File: src/rtl/riscv_mem_arbiter.sv
// riscv_mem_arbiter: round-robin share of one memory port between fetch and load/store.
// One transaction in flight; responses are routed back to the issuer, with an optional timeout.
module riscv_mem_arbiter #(
  parameter int XLEN    = 64,
  parameter int TIMEOUT = 1024
) (
  input  logic              clk,
  input  logic              resetn,
  input  logic              if_req_valid,
  output logic              if_req_ready,
  input  logic [XLEN-1:0]   if_req_addr,
  output logic              if_rsp_valid,
  output logic [XLEN-1:0]   if_rsp_data,
  output logic              if_rsp_err,
  input  logic              d_req_valid,
  output logic              d_req_ready,
  input  logic [XLEN-1:0]   d_req_addr,
  input  logic              d_req_we,
  input  logic [XLEN-1:0]   d_req_wdata,
  input  logic [XLEN/8-1:0] d_req_wstrb,
  output logic              d_rsp_valid,
  output logic [XLEN-1:0]   d_rsp_data,
  output logic              d_rsp_err,
  output logic              mem_req_valid,
  input  logic              mem_req_ready,
  output logic [XLEN-1:0]   mem_req_addr,
  output logic              mem_req_we,
  output logic [XLEN-1:0]   mem_req_wdata,
  output logic [XLEN/8-1:0] mem_req_wstrb,
  input  logic              mem_rsp_valid,
  input  logic [XLEN-1:0]   mem_rsp_data
);
  localparam int SW = XLEN / 8;
  localparam int CW = TIMEOUT > 1 ? $clog2(TIMEOUT) : 1;
  typedef enum logic [1:0] {IDLE, ISSUE, WAIT} state_t;
  state_t state_q, state_d;
  logic owner_q, owner_d, last_q, last_d;
  logic [XLEN-1:0] addr_q, addr_d, wdata_q, wdata_d, data_q, data_d;
  logic we_q, we_d, rsp_q, rsp_d, err_q, err_d;
  logic [SW-1:0] wstrb_q, wstrb_d;
  logic [CW-1:0] cnt_q, cnt_d;
  logic pick_d;
  always_ff @(posedge clk or posedge resetn) begin
    if (resetn) begin
      state_q <= IDLE;
      owner_q <= 1'b0;
      last_q  <= 1'b1;
      addr_q  <= '0;
      wdata_q <= '0;
      we_q    <= 1'b0;
      wstrb_q <= '0;
      cnt_q   <= '0;
      rsp_q   <= 1'b0;
      err_q   <= 1'b0;
      data_q  <= '0;
    end else begin
      state_q <= state_d;
      owner_q <= owner_d;
      last_q  <= last_d;
      addr_q  <= addr_d;
      wdata_q <= wdata_d;
      we_q    <= we_d;
      wstrb_q <= wstrb_d;
      cnt_q   <= cnt_d;
      rsp_q   <= rsp_d;
      err_q   <= err_d;
      data_q  <= data_d;
    end
  end
  // owner/last_grant: 1 = load/store side; a tie goes to whoever did not win last
  assign pick_d = d_req_valid & (~if_req_valid | ~last_q);
  always_comb begin
    state_d = state_q;
    owner_d = owner_q;
    last_d  = last_q;
    addr_d  = addr_q;
    wdata_d = wdata_q;
    we_d    = we_q;
    wstrb_d = wstrb_q;
    cnt_d   = cnt_q;
    rsp_d   = 1'b0;
    err_d   = 1'b0;
    data_d  = '0;
    case (state_q)
      IDLE: if (if_req_ready | d_req_ready) begin
        state_d = ISSUE;
        owner_d = pick_d;
        last_d  = pick_d;
        addr_d  = pick_d ? d_req_addr : if_req_addr;
        we_d    = pick_d & d_req_we;
        wdata_d = pick_d ? d_req_wdata : '0;
        wstrb_d = pick_d ? d_req_wstrb : '0;
      end
      ISSUE: if (mem_req_ready) begin
        state_d = WAIT;
        cnt_d   = '0;
      end
      WAIT: begin
        cnt_d = cnt_q + CW'(1);
        if (mem_rsp_valid) begin
          state_d = IDLE;
          rsp_d   = 1'b1;
          data_d  = we_q ? '0 : mem_rsp_data;
        end else if (TIMEOUT != 0 && cnt_q == CW'(TIMEOUT - 1)) begin
          state_d = IDLE;
          rsp_d   = 1'b1;
          err_d   = 1'b1;
        end
      end
      default: state_d = IDLE;
    endcase
  end
  always_comb begin
    if_req_ready  = state_q == IDLE && !resetn && if_req_valid && !pick_d;
    d_req_ready   = state_q == IDLE && !resetn && pick_d;
    mem_req_valid = state_q == ISSUE;
    mem_req_addr  = addr_q;
    mem_req_we    = we_q;
    mem_req_wdata = wdata_q;
    mem_req_wstrb = wstrb_q;
    if_rsp_valid  = rsp_q & ~owner_q;
    if_rsp_data   = owner_q ? '0 : data_q;
    if_rsp_err    = err_q & ~owner_q;
    d_rsp_valid   = rsp_q & owner_q;
    d_rsp_data    = owner_q ? data_q : '0;
    d_rsp_err     = err_q & owner_q;
  end
endmodule

File: config.mk
export PLATFORM = sky130hd
export DESIGN_NAME = riscv_mem_arbiter
export DESIGN_NICKNAME = d
export VERILOG_FILES = /design/src/rtl/riscv_mem_arbiter.sv
export SDC_FILE = /design/constraint.sdc
export NUM_CORES = 1
export LEC_CHECK = 0
export CORE_AREA = 4 4 207 209
export CTS_BUF_LIST = sky130_fd_sc_hd__clkbuf_8
export CTS_CLUSTER_DIAMETER = 80
export CTS_CLUSTER_SIZE = 20
export DETAILED_ROUTE_END_ITERATION = 8
export DIE_AREA = 0 0 211 213
export PLACE_DENSITY_LB_ADDON = 0.12
export SYNTH_ARGS = -nofsm -noshare
export SYNTH_HDL_FRONTEND = slang
export SYNTH_SLANG_ARGS = --single-unit
File: constraint.sdc
create_clock -name clk -period 15.7 [get_ports clk]
set_clock_uncertainty 0.1 [all_clocks]
set_input_delay 2.355 -clock clk [delete_from_list [all_inputs] [get_ports clk]]
set_output_delay 2.355 -clock clk [all_outputs]
set_load 0.02 [all_outputs]
Yosys cells after proc, flatten, opt, wreduce, memory -nomap -nowiden
Cells that the tools add are included.

Bits in registers: 217. Output and inout bits: 272. Input port bits: 271. Logic and storage cells: 60.

Multiplexer cells: 20. Add/subtract/negate cells: 1. Eq/ne operators: 6. Reductions and logical operators: 11. Bitwise operators: 11.

Operators by type and width (count): 64-bit 2-to-1 mux (7); 10-bit case mux with 2 select lines (1); 10-bit by 1-bit adder with 10-bit output, second input constant (1); 10-bit equality test, second input constant (1); 10-bit 2-to-1 mux (1); 2-bit 2-to-1 mux (4); 8-bit 2-to-1 mux (1); 1-bit AND (6); 2-bit case mux with 3 select lines (1); 1-bit 2-to-1 mux (5); 1-bit logical AND (4); 2-bit AND reduction (2); 3-bit != test, second input constant (1); 1-bit inverter (3); 3-bit AND reduction (1); 2-bit by 1-bit equality test with 1-bit output, second input constant (1); 2-bit equality test, second input constant (1); 1-bit zero test (2); 2-bit zero test (1); 2-bit by 1-bit != test with 1-bit output, second input constant (1); 2-bit != test, second input constant (1); 1-bit bitwise OR (2); 2-bit nonzero test (1).

Depth between registers and ports, before layout
Gate-level depths: netlist of run 1.

Word-level depth: 8. Depth in mapped cells: 6. Gate-level depth less buffers: 4.

Least setup slack after synthesis of run 1
Ideal clock, no wire load.

Path kind: input -> output. From: in d_req_valid. To: out if_req_ready. Data arrival time: 3072 ps. Cell stages on the path: 4. Slack: 10173 ps. Path buffers: 2. Required time: 13245 ps. Cells stage by stage: a21boi_1 -> buf_6 -> buf_6 -> nor2_1.

Longest elaborated chain between the ends: 3.

RTL lines: start: declaration (line 15) `input logic d_req_valid,`; 1-bit AND (line 71) `assign pick_d = d_req_valid & (~if_req_valid | ~last_q);`; 1-bit zero test (line 114) `if_req_ready = state_q == IDLE && !resetn && if_req_valid && !pick_d;`; 1-bit logical AND (line 114); end: declaration (line 10) `output logic if_req_ready,`.

Every way passes these cells.

Worst setup path after layout of run 1
From: in d_req_valid. To: out d_req_ready.

Longest elaborated chain between the ends: 2.

RTL lines: 1-bit AND (line 71); 1-bit logical AND (line 115) `d_req_ready = state_q == IDLE && !resetn && pick_d;`; end: declaration (line 16) `output logic d_req_ready,`.

Every way passes these cells.

==> results of run 1 <==
==> worst max-delay path by stage <==
stage	start	endpoint	slack, ns	cells past startpoint
CTS	d_req_valid	d_req_ready	8.39	5
global route	d_req_valid	d_req_ready	8.35	5
detailed placement	d_req_valid	d_req_ready	8.39	5
global placement	d_req_valid	d_req_ready	8.41	5
floorplan	resetn	cnt_q[0]	7.31	1
finish	d_req_valid	d_req_ready	8.47	5
==> per-layer routing <==
layer,vias up,GRT usage,wire length [microns]
met5,-,0,0
met1,3590,0.163,13200
li1,3554,-,-
met4,0,0.0268,583
met3,28,0.0743,4300
met2,350,0.260,17500
==> per-stage QoR <==
stage | worst slack (ns) | hold slack, ns
floorplan | 7.31 | 0.352
global placement | 8.41 | 0.379
detailed placement | 8.39 | 0.380
CTS | 8.39 | 0.411
global route | 8.35 | 0.425
finish | 8.47 | 0.403
==> cells in the mapped netlist (2+ instances only) <==
| cell | count |
|---|---|
| buf_2 | 7 |
| o31a_1 | 3 |
| mux2_4 | 40 |
| or3_1 | 2 |
| a21oi_1 | 5 |
| and3_1 | 2 |
| nand3_1 | 5 |
| and2_1 | 131 |
| buf_6 | 15 |
| mux2i_1 | 2 |
| o21ai_0 | 8 |
| buf_4 | 6 |
| nor2_1 | 2 |
| nand4_1 | 4 |
| clkbuf_2 | 6 |
| a22o_1 | 74 |
| nor2b_1 | 68 |
| buf_1 | 3 |
| a31oi_1 | 3 |
| clkbuf_1 | 16 |
| dfrtp_1 | 216 |
| nand2_1 | 8 |
| inv_1 | 6 |
| mux2_2 | 88 |
| nor3_1 | 2 |
==> cells by family (layout without fill, tap and decap cells) <==
kind of cell | after synthesis | in the layout | synth area share
flops | 217 | 217 | 0.561
other cells | 0 | 1 | 0
simple gates | 231 | 231 | 0.149
compound gates | 99 | 99 | 0.0834
fa+ha+maj | 1 | 1 | 0.00129
mux | 130 | 130 | 0.167
buf+inv | 59 | 584 | 0.0385
==> area by class of cell <==
cell class                      count  area share
Multi-Input combinational cell    461       0.245
Timing Repair Buffer              549       0.345
Clock inverter                     10     0.00802
Sequential cell                   217       0.342
Antenna cell                        1    0.000157
Clock buffer                       19      0.0164
Inverter                            6     0.00189
Tap cell                          532      0.0418
==> worst max-delay path: stages <==
cell and delay, ns:
clkdlybuf4s50_1 0.56, a21boi_4 0.19, buf_4 0.70, and2_2 0.30, clkdlybuf4s50_1 0.66
==> cells in the final DEF, fill, tap and decap left out, drive strengths merged <==
cell type / n
clkdlybuf4s50: 542
dfrtp: 216
and2: 131
mux2: 128
a22o: 74
nor2b: 68
clkbuf: 19
inv: 12
o21ai: 9
nand2: 8
buf: 7
a21oi: 5
nand3: 5
nand4: 4
a31oi: 3
o31a: 3
nor3: 3
nor2: 2
and3: 2
or3: 2
mux2i: 2
nand2b: 2
clkinv: 2
diode: 1
a21boi: 1
nor3b: 1
nand4b: 1
nand3b: 1
o311ai: 1
o41ai: 1
a21o: 1
and3b: 1
a211oi: 1
ha: 1
bufinv: 1
clkinvlp: 1
dfstp: 1
==> power groups by stage <==
stage | combinational (W) | sequential, W | clock, W
finish | 0.00125 | 0.000898 | 0.000360
global route | 0.00132 | 0.000926 | 0.000405
CTS | 0.00127 | 0.000899 | 0.000386
detailed placement | 0.00127 | 0.000899 | 0
global placement | 0.00127 | 0.000906 | 0
floorplan | 0.000455 | 0.00110 | 0
==> registers in the layout, summed over array words and instances, names as in the netlist <==
signal and cells:
mem_req_wstrb 8, cnt_q 10, err_q 1, mem_req_wdata 64, mem_req_we 1, data_q 64
last_q 1, mem_req_addr 64, owner_q 1, rsp_q 1, state_q 2
==> impl_metrics.env, run 1 <==
export IMPL_cts_tree="built"
export IMPL_grt_antenna_before_repair=3
export IMPL_ios=543
export IMPL_dr_pass1_iters=6
export IMPL_setup_worst_path_class="in2out"
export IMPL_hold_class="reg2reg"
export IMPL_stdcell_area_sq_um=15900
export IMPL_fin_crit_ns=7.23
export IMPL_switchingPower_w=0.000957
export IMPL_worstReg2RegEnd="mem_req_wdata[34]"
export IMPL_powerDensity_nw_per_um2=157
export IMPL_grt_usage=0.148
export IMPL_dp_hpwl_mm=26.8
export IMPL_synth_cell_types=40
export IMPL_postCtsSetupRepairBufs=0
export IMPL_final_hold_viol_count=0
export IMPL_nNetsFinal=1525
export IMPL_synth_fp_nets=1009
export IMPL_cts_max_path_buffers=3
export IMPL_p_sw_frac=0.382
export IMPL_dp_cells=1765
export IMPL_ys_warn_count=0
export IMPL_drc=0
export IMPL_port_buffers=542
export IMPL_dpl_instance_area_sq_um=15500
export IMPL_netlist_area_sq_um=9680
export IMPL_ir_drop_mv=0.0841
export IMPL_worstRegToRegCells=5
export IMPL_syn_to_final_growth_pct=64.4
export IMPL_synth_top_cells_by_area="dfrtp_1 56%, mux2_2 10%, and2_1 8.5%"
export IMPL_arrival_ns=4.77
export IMPL_vias_per_cell=4.19
export IMPL_required_ns=13.24
export IMPL_worst_setup_path_start_kind="input pin"
export IMPL_syn_avg_cell_area_sq_um=13.1
export IMPL_clock_fmax_ghz=0.138
export IMPL_ys_ff_latch=217
export IMPL_internal_power_w=0.00155
export IMPL_drt_iter0_drc=320
export IMPL_initial_core_util=0.237
export IMPL_critPathCaptureType="primary output"
export IMPL_nFillCells=3987
export IMPL_synth_edf_count=0
export IMPL_status="completed"
export IMPL_die_width_microns=211
export IMPL_final_util=0.390
export IMPL_rows=74
export IMPL_numCtsBuffers=18
export IMPL_clk_pin_slew_ns=0.09
export IMPL_rsz0062_at_grt="no"
export IMPL_clock_sinks=217
export IMPL_multi_input_area_sq_um=3890
export IMPL_reg2reg_from="last_q"
export IMPL_hold_depth=1
export IMPL_coreArea_sq_um=40800
export IMPL_drtAntennaViolNets=0
export IMPL_p_seq_frac=0.358
export IMPL_finalSetupTns_ns=0
export IMPL_finalPower_w=0.00251
export IMPL_p_clk_frac=0.144
export IMPL_clkLatencyLatePin_ns=0.55
export IMPL_ys_flop_type="dfrtp_1"
export IMPL_ys_seq_area_frac=0.561
export IMPL_die_h_microns=213
export IMPL_crit_path_max_fanout=66
export IMPL_instances_no_fill=1795
export IMPL_setup_viol_count_final=0
export IMPL_seq_area_sq_um=5440
export IMPL_cts_root_buf="clkbuf_8"
export IMPL_synth_top_area_frac=0.559
export IMPL_period_share=0.460
export IMPL_synth_top_cell_by_area="dfrtp_1"
export IMPL_place_gp_congestion=0.738
export IMPL_routed_wl_mm=35.6
export IMPL_h_tree_depth=1
export IMPL_hp_start="mem_req_wstrb[3]"
export IMPL_vias=7522
export IMPL_wl_per_cell_microns=19.8
export IMPL_cap_violations=0
export IMPL_min_to="mem_req_wstrb[3]"
export IMPL_tightest_slew_ns=0.934
export IMPL_grt_first_pass_wirelength_mm=50.9
export IMPL_grt_max_degree=125
export IMPL_rrSetupSlack_ns=13.00
export IMPL_cts_resized=0
export IMPL_grt_pass1_vias=7978
export IMPL_grt_overflow=0
export IMPL_max_slew_margin=0.377
export IMPL_p_leak_nw=6.79
export IMPL_synth_async_reset_ratio=1.00
export IMPL_layout_drive_gt1_share=0.136
export IMPL_maxSlewViolCount=0
export IMPL_cts_hold_buf=0
export IMPL_die_area_sq_um=44900
export IMPL_synthesis_instances=737
export IMPL_combPwrFrac=0.498
Power figures use the tool's default switching activity.
==> inputs of run 2 (changes only) <==
Clock period 15.7 ns to 6 ns, I/O delays scaled along.
==> run 2 against run 1 <==
Critical path depth decreased by 1. Wire length is 0.22% higher. Clock-buffer cell count unchanged. Worst setup slack worse by 6.4 ns. Design area shrank 0.20%. First-iteration DRC count is 25% lower. Combinational power grew to 2.6 times the previous value. Sequential share of layout area rose by 0.070 points. Clock power rose by 140%. Sequential power grew to 2.7 times the previous value. Critical endpoint unchanged.
==> impl_metrics.env, run 2 (synthesized netlist as in run 1, its figures left out) <==
export IMPL_setup_worst_path_class="in2out"
export IMPL_nFillCells=4003
export IMPL_h_tree_depth=1
export IMPL_crit_start="d_req_valid"
export IMPL_coreArea_sq_um=40800
export IMPL_worstReg2RegEnd="mem_req_addr[50]"
export IMPL_die_area_sq_um=44900
export IMPL_cts_tree="built"
export IMPL_reg2reg_from="last_q"
export IMPL_final_hold_viol_count=0
export IMPL_numCtsBuffers=16
export IMPL_p_leak_nw=6.76
export IMPL_endpoint="d_req_ready"
export IMPL_nNetsFinal=1523
export IMPL_ir_drop_mv=0.292
export IMPL_cts_root_buf="clkbuf_8"
export IMPL_combPwrFrac=0.499
export IMPL_syn_to_final_growth_pct=64.0
export IMPL_rows=74
export IMPL_place_gp_congestion=0.766
export IMPL_grt_antenna_before_repair=8
export IMPL_drc=0
export IMPL_cts_max_path_buffers=3
export IMPL_drtAntennaViolNets=0
export IMPL_cap_violations=0
export IMPL_die_h_microns=213
export IMPL_routed_wl_mm=35.7
export IMPL_final_util=0.389
export IMPL_grt_usage=0.147
export IMPL_period_share=0.647
export IMPL_finalSetupTns_ns=0
export IMPL_critPathCaptureType="primary output"
export IMPL_p_seq_frac=0.367
export IMPL_cts_resized=0
export IMPL_worst_setup_path_start_kind="input pin"
export IMPL_hold_class="reg2reg"
export IMPL_clkLatencyLatePin_ns=0.54
export IMPL_tightest_slew_ns=0.967
export IMPL_arrival_ns=2.88
export IMPL_clock_sinks=217
export IMPL_p_sw_frac=0.379
export IMPL_dr_pass1_iters=5
export IMPL_vias=7608
export IMPL_drt_iter0_drc=241
export IMPL_grt_first_pass_wirelength_mm=51.4
export IMPL_mostFrequentLayoutCell="clkdlybuf4s50_1"
export IMPL_clock_fmax_ghz=0.258
export IMPL_initial_core_util=0.237
export IMPL_required_ns=5.00
export IMPL_worstRegToRegCells=4
export IMPL_cts_hold_buf=0
export IMPL_postCtsSetupRepairBufs=0
export IMPL_crit_path_max_fanout=16
export IMPL_status="completed"
export IMPL_dp_cells=1765
export IMPL_vias_per_cell=4.24
export IMPL_ios=543
export IMPL_rrSetupSlack_ns=3.51
export IMPL_layout_drive_gt1_share=0.134
export IMPL_die_width_microns=211
export IMPL_maxSlewViolCount=0
export IMPL_port_buffers=542
export IMPL_grt_max_degree=126
export IMPL_grt_overflow=0
export IMPL_mostFrequentLayoutCells="542 x clkdlybuf4s50_1, 215 x dfrtp_1, 130 x and2_1"
export IMPL_p_clk_frac=0.135
export IMPL_internal_power_w=0.00403
export IMPL_clk_pin_slew_ns=0.11
export IMPL_fin_crit_ns=3.88
export IMPL_max_slew_margin=0.356
export IMPL_wl_per_cell_microns=19.9
export IMPL_grt_pass1_vias=8175
export IMPL_powerDensity_nw_per_um2=409
export IMPL_dp_hpwl_mm=26.6
export IMPL_switchingPower_w=0.00246
export IMPL_rsz0062_at_grt="no"
export IMPL_instances_no_fill=1794
export IMPL_setup_viol_count_final=0
## run 2: power by group through the flow
stage	logic [W]	clock network [W]	registers (W)
after floorplan	0.00119	0	0.00288
after global placement	0.00329	0	0.00239
after detailed placement	0.00329	0	0.00238
after CTS	0.00329	0.000943	0.00239
after global routing	0.00341	0.000988	0.00246
final	0.00323	0.000874	0.00238
## run 2: critical path, cell delays in order
cell             delay [ns]
clkdlybuf4s50_1        0.55
a21boi_4               0.50
and2_2                 0.26
clkdlybuf4s50_1        0.66
## run 2: layout make-up
type	count	area [sq um]	area share
Inverter	6	26.3	0.00166
Multi-Input combinational cell	461	3890	0.245
Sequential cell	217	5440	0.342
Timing Repair Buffer	549	5500	0.347
Clock inverter	6	78.8	0.00497
Antenna cell	4	10.0	0.000631
Tap cell	532	666	0.0419
Clock buffer	19	262	0.0165
## run 2: metrics by stage
stage / total power [W] / setup WS, ns / instance area, sq um / hold slack, ns
2_1_floorplan: 0.00408 / 2.17 / 9680 / 0.352
3_3_place_gp: 0.00568 / 2.14 / 15500 / 0.379
3_5_place_dp: 0.00567 / 2.14 / 15500 / 0.382
4_1_cts: 0.00662 / 2.00 / 15900 / 0.417
5_1_grt: 0.00686 / 1.91 / 15900 / 0.424
6_report: 0.00649 / 2.12 / 15900 / 0.408
## run 2: worst min-delay path by stage
stage | from | end | slack [ns] | cells after the start
finish | mem_req_wdata[47] | mem_req_wdata[47] | 0.41 | 1
CTS | mem_req_wstrb[2] | mem_req_wstrb[2] | 0.42 | 1
global placement | cnt_q[9] | cnt_q[9] | 0.38 | 1
detailed placement | mem_req_wdata[36] | mem_req_wdata[36] | 0.38 | 1
floorplan | cnt_q[9] | cnt_q[9] | 0.35 | 1
global route | mem_req_wdata[47] | mem_req_wdata[47] | 0.42 | 1
## run 2: metal layers
layer / global-route usage / vias up / part of all wire
met2: 0.250 / 372 / 0.48
li1: - / 3543 / -
met1: 0.168 / 3644 / 0.38
met5: 0 / - / 0.0011
met4: 0.0414 / 6 / 0.023
met3: 0.0685 / 43 / 0.12
==> inputs of run 3 (changes only) <==
Settings changed: CORE_AREA 4 4 207 209 to 4 4 208 210, DIE_AREA 0 0 211 213 to 0 0 212 214.
Clock period 6 ns to 3.9 ns, I/O delays scaled along.
==> run 3 against run 2 <==
Via count is 0.60% higher. First-iteration DRC count shrank 11%. Clock-buffer cell count increased by 2. Register-to-register slack lost 2.0 ns. Combinational power increased by 56%. Utilization is essentially flat.
==> impl_metrics.env, run 3 (synthesized netlist as in run 1, its figures left out) <==
export IMPL_status="completed"
export IMPL_clock_sinks=217
export IMPL_worst_setup_path_start_kind="flop"
export IMPL_die_width_microns=212
export IMPL_wl_per_cell_microns=19.8
export IMPL_cts_resized=0
export IMPL_mostFrequentLayoutCells="542 x clkdlybuf4s50_1, 215 x dfrtp_1, 130 x and2_1"
export IMPL_stdcell_area_sq_um=16200
export IMPL_critPathCaptureType="primary output"
export IMPL_grt_antenna_before_repair=6
export IMPL_finalSetupTns_ns=0
export IMPL_layout_drive_gt1_share=0.151
export IMPL_die_area_sq_um=45400
export IMPL_routed_wl_mm=36.1
export IMPL_hold_class="reg2reg"
export IMPL_final_hold_viol_count=0
export IMPL_endpoint="d_rsp_data[8]"
export IMPL_clk_pin_slew_ns=0.10
export IMPL_dpl_instance_area_sq_um=15700
export IMPL_crit_start="owner_q"
export IMPL_coreArea_sq_um=41600
export IMPL_die_h_microns=214
export IMPL_grt_first_pass_wirelength_mm=52.9
export IMPL_drc=0
export IMPL_cts_hold_buf=0
export IMPL_numCtsBuffers=21
export IMPL_grt_max_degree=78
export IMPL_vias_per_cell=4.19
export IMPL_reg2reg_from="state_q[1]"
export IMPL_syn_to_final_growth_pct=67.2
export IMPL_cts_tree="built"
export IMPL_p_leak_nw=6.92
export IMPL_mostFrequentLayoutCell="clkdlybuf4s50_1"
export IMPL_ir_drop_mv=0.369
export IMPL_period_share=0.836
export IMPL_port_buffers=542
export IMPL_place_gp_congestion=0.767
export IMPL_max_slew_margin=0.372
export IMPL_h_tree_depth=1
export IMPL_postCtsSetupRepairBufs=0
export IMPL_cap_violations=0
export IMPL_rrSetupSlack_ns=1.55
export IMPL_required_ns=3.21
export IMPL_grt_pass1_vias=8215
export IMPL_grt_overflow=0
export IMPL_worstReg2RegEnd="mem_req_wdata[39]"
export IMPL_cts_max_path_buffers=3
export IMPL_layout_setup_ws_ns=0.638
export IMPL_ios=543
export IMPL_setup_worst_path_class="reg2out"
export IMPL_hp_start="cnt_q[9]"
export IMPL_powerDensity_nw_per_um2=638
export IMPL_rows=75
export IMPL_initial_core_util=0.233
export IMPL_rsz0062_at_grt="no"
export IMPL_worstRegToRegCells=4
export IMPL_drt_iter0_drc=214
export IMPL_tightest_slew_ns=0.942
export IMPL_grt_usage=0.151
export IMPL_dr_pass1_iters=4
export IMPL_setup_viol_count_final=0
export IMPL_place_ws_ns=0.923
export IMPL_nNetsFinal=1542
export IMPL_fin_crit_ns=3.26
export IMPL_arrival_ns=2.58
export IMPL_clock_fmax_ghz=0.307
export IMPL_cts_root_buf="clkbuf_8"
export IMPL_drtAntennaViolNets=0
export IMPL_clkLatencyLatePin_ns=0.58
export IMPL_crit_path_max_fanout=77
export IMPL_vias=7654
export IMPL_dp_hpwl_mm=27.5
export IMPL_nFillCells=4051
export IMPL_maxSlewViolCount=0
run 3: metrics by stage:
step	instances	utilization	total power, W	hold slack, ns
final	1825	0.389	0.0103	0.407
after global routing	1825	0.389	0.0109	0.391
after CTS	1822	0.389	0.0105	0.369
after detailed placement	1786	0.378	0.00881	0.381
after global placement	1786	0.378	0.00883	0.381
after floorplan	737	-	0.00627	0.352
run 3: final cells by class:
class                           count  area [sq um]  area share
Antenna cell                        3          7.51    0.000464
Tap cell                          539           674      0.0417
Multi-Input combinational cell    461          3890       0.241
Timing Repair Buffer              563          5670       0.350
Inverter                            6          26.3     0.00162
Clock inverter                     15           183      0.0113
Clock buffer                       21           289      0.0179
Sequential cell                   217          5440       0.336
run 3: layer usage:
| metal | vias up | part of all wire | GRT usage | wire, microns |
|---|---|---|---|---|
| met2 | 373 | 0.48 | 0.257 | 17400 |
| met1 | 3629 | 0.37 | 0.168 | 13400 |
| met3 | 53 | 0.12 | 0.0702 | 4270 |
| li1 | 3593 | - | - | - |
| met4 | 6 | 0.028 | 0.0480 | 997 |
| met5 | - | 0.00094 | 0 | 34 |
run 3: worst min-delay path by stage:
stage | cells past startpoint | slack (ns) | end
global route | 2 | 0.39 | data_q[47]
CTS | 2 | 0.37 | data_q[60]
global placement | 1 | 0.38 | mem_req_wdata[2]
detailed placement | 1 | 0.38 | mem_req_wstrb[1]
floorplan | 1 | 0.35 | cnt_q[9]
finish | 1 | 0.41 | cnt_q[9]
run 3: power breakdown:
| part | internal [W] | switching [W] | leakage (nW) | total, W |
|---|---|---|---|---|
| Sequential | 0.00308 | 0.000615 | 2.81 | 0.00369 |
| Combinational | 0.00266 | 0.00237 | 3.87 | 0.00503 |
| Clock | 0.000596 | 0.00102 | 0.237 | 0.00161 |
| Total | 0.00633 | 0.00400 | 6.92 | 0.0103 |
run 3: worst max-delay path, stage by stage (launching register included):
cell and delay [ns]:
dfrtp_4 0.86, buf_12 0.28, and2_1 0.15, clkdlybuf4s50_1 0.62
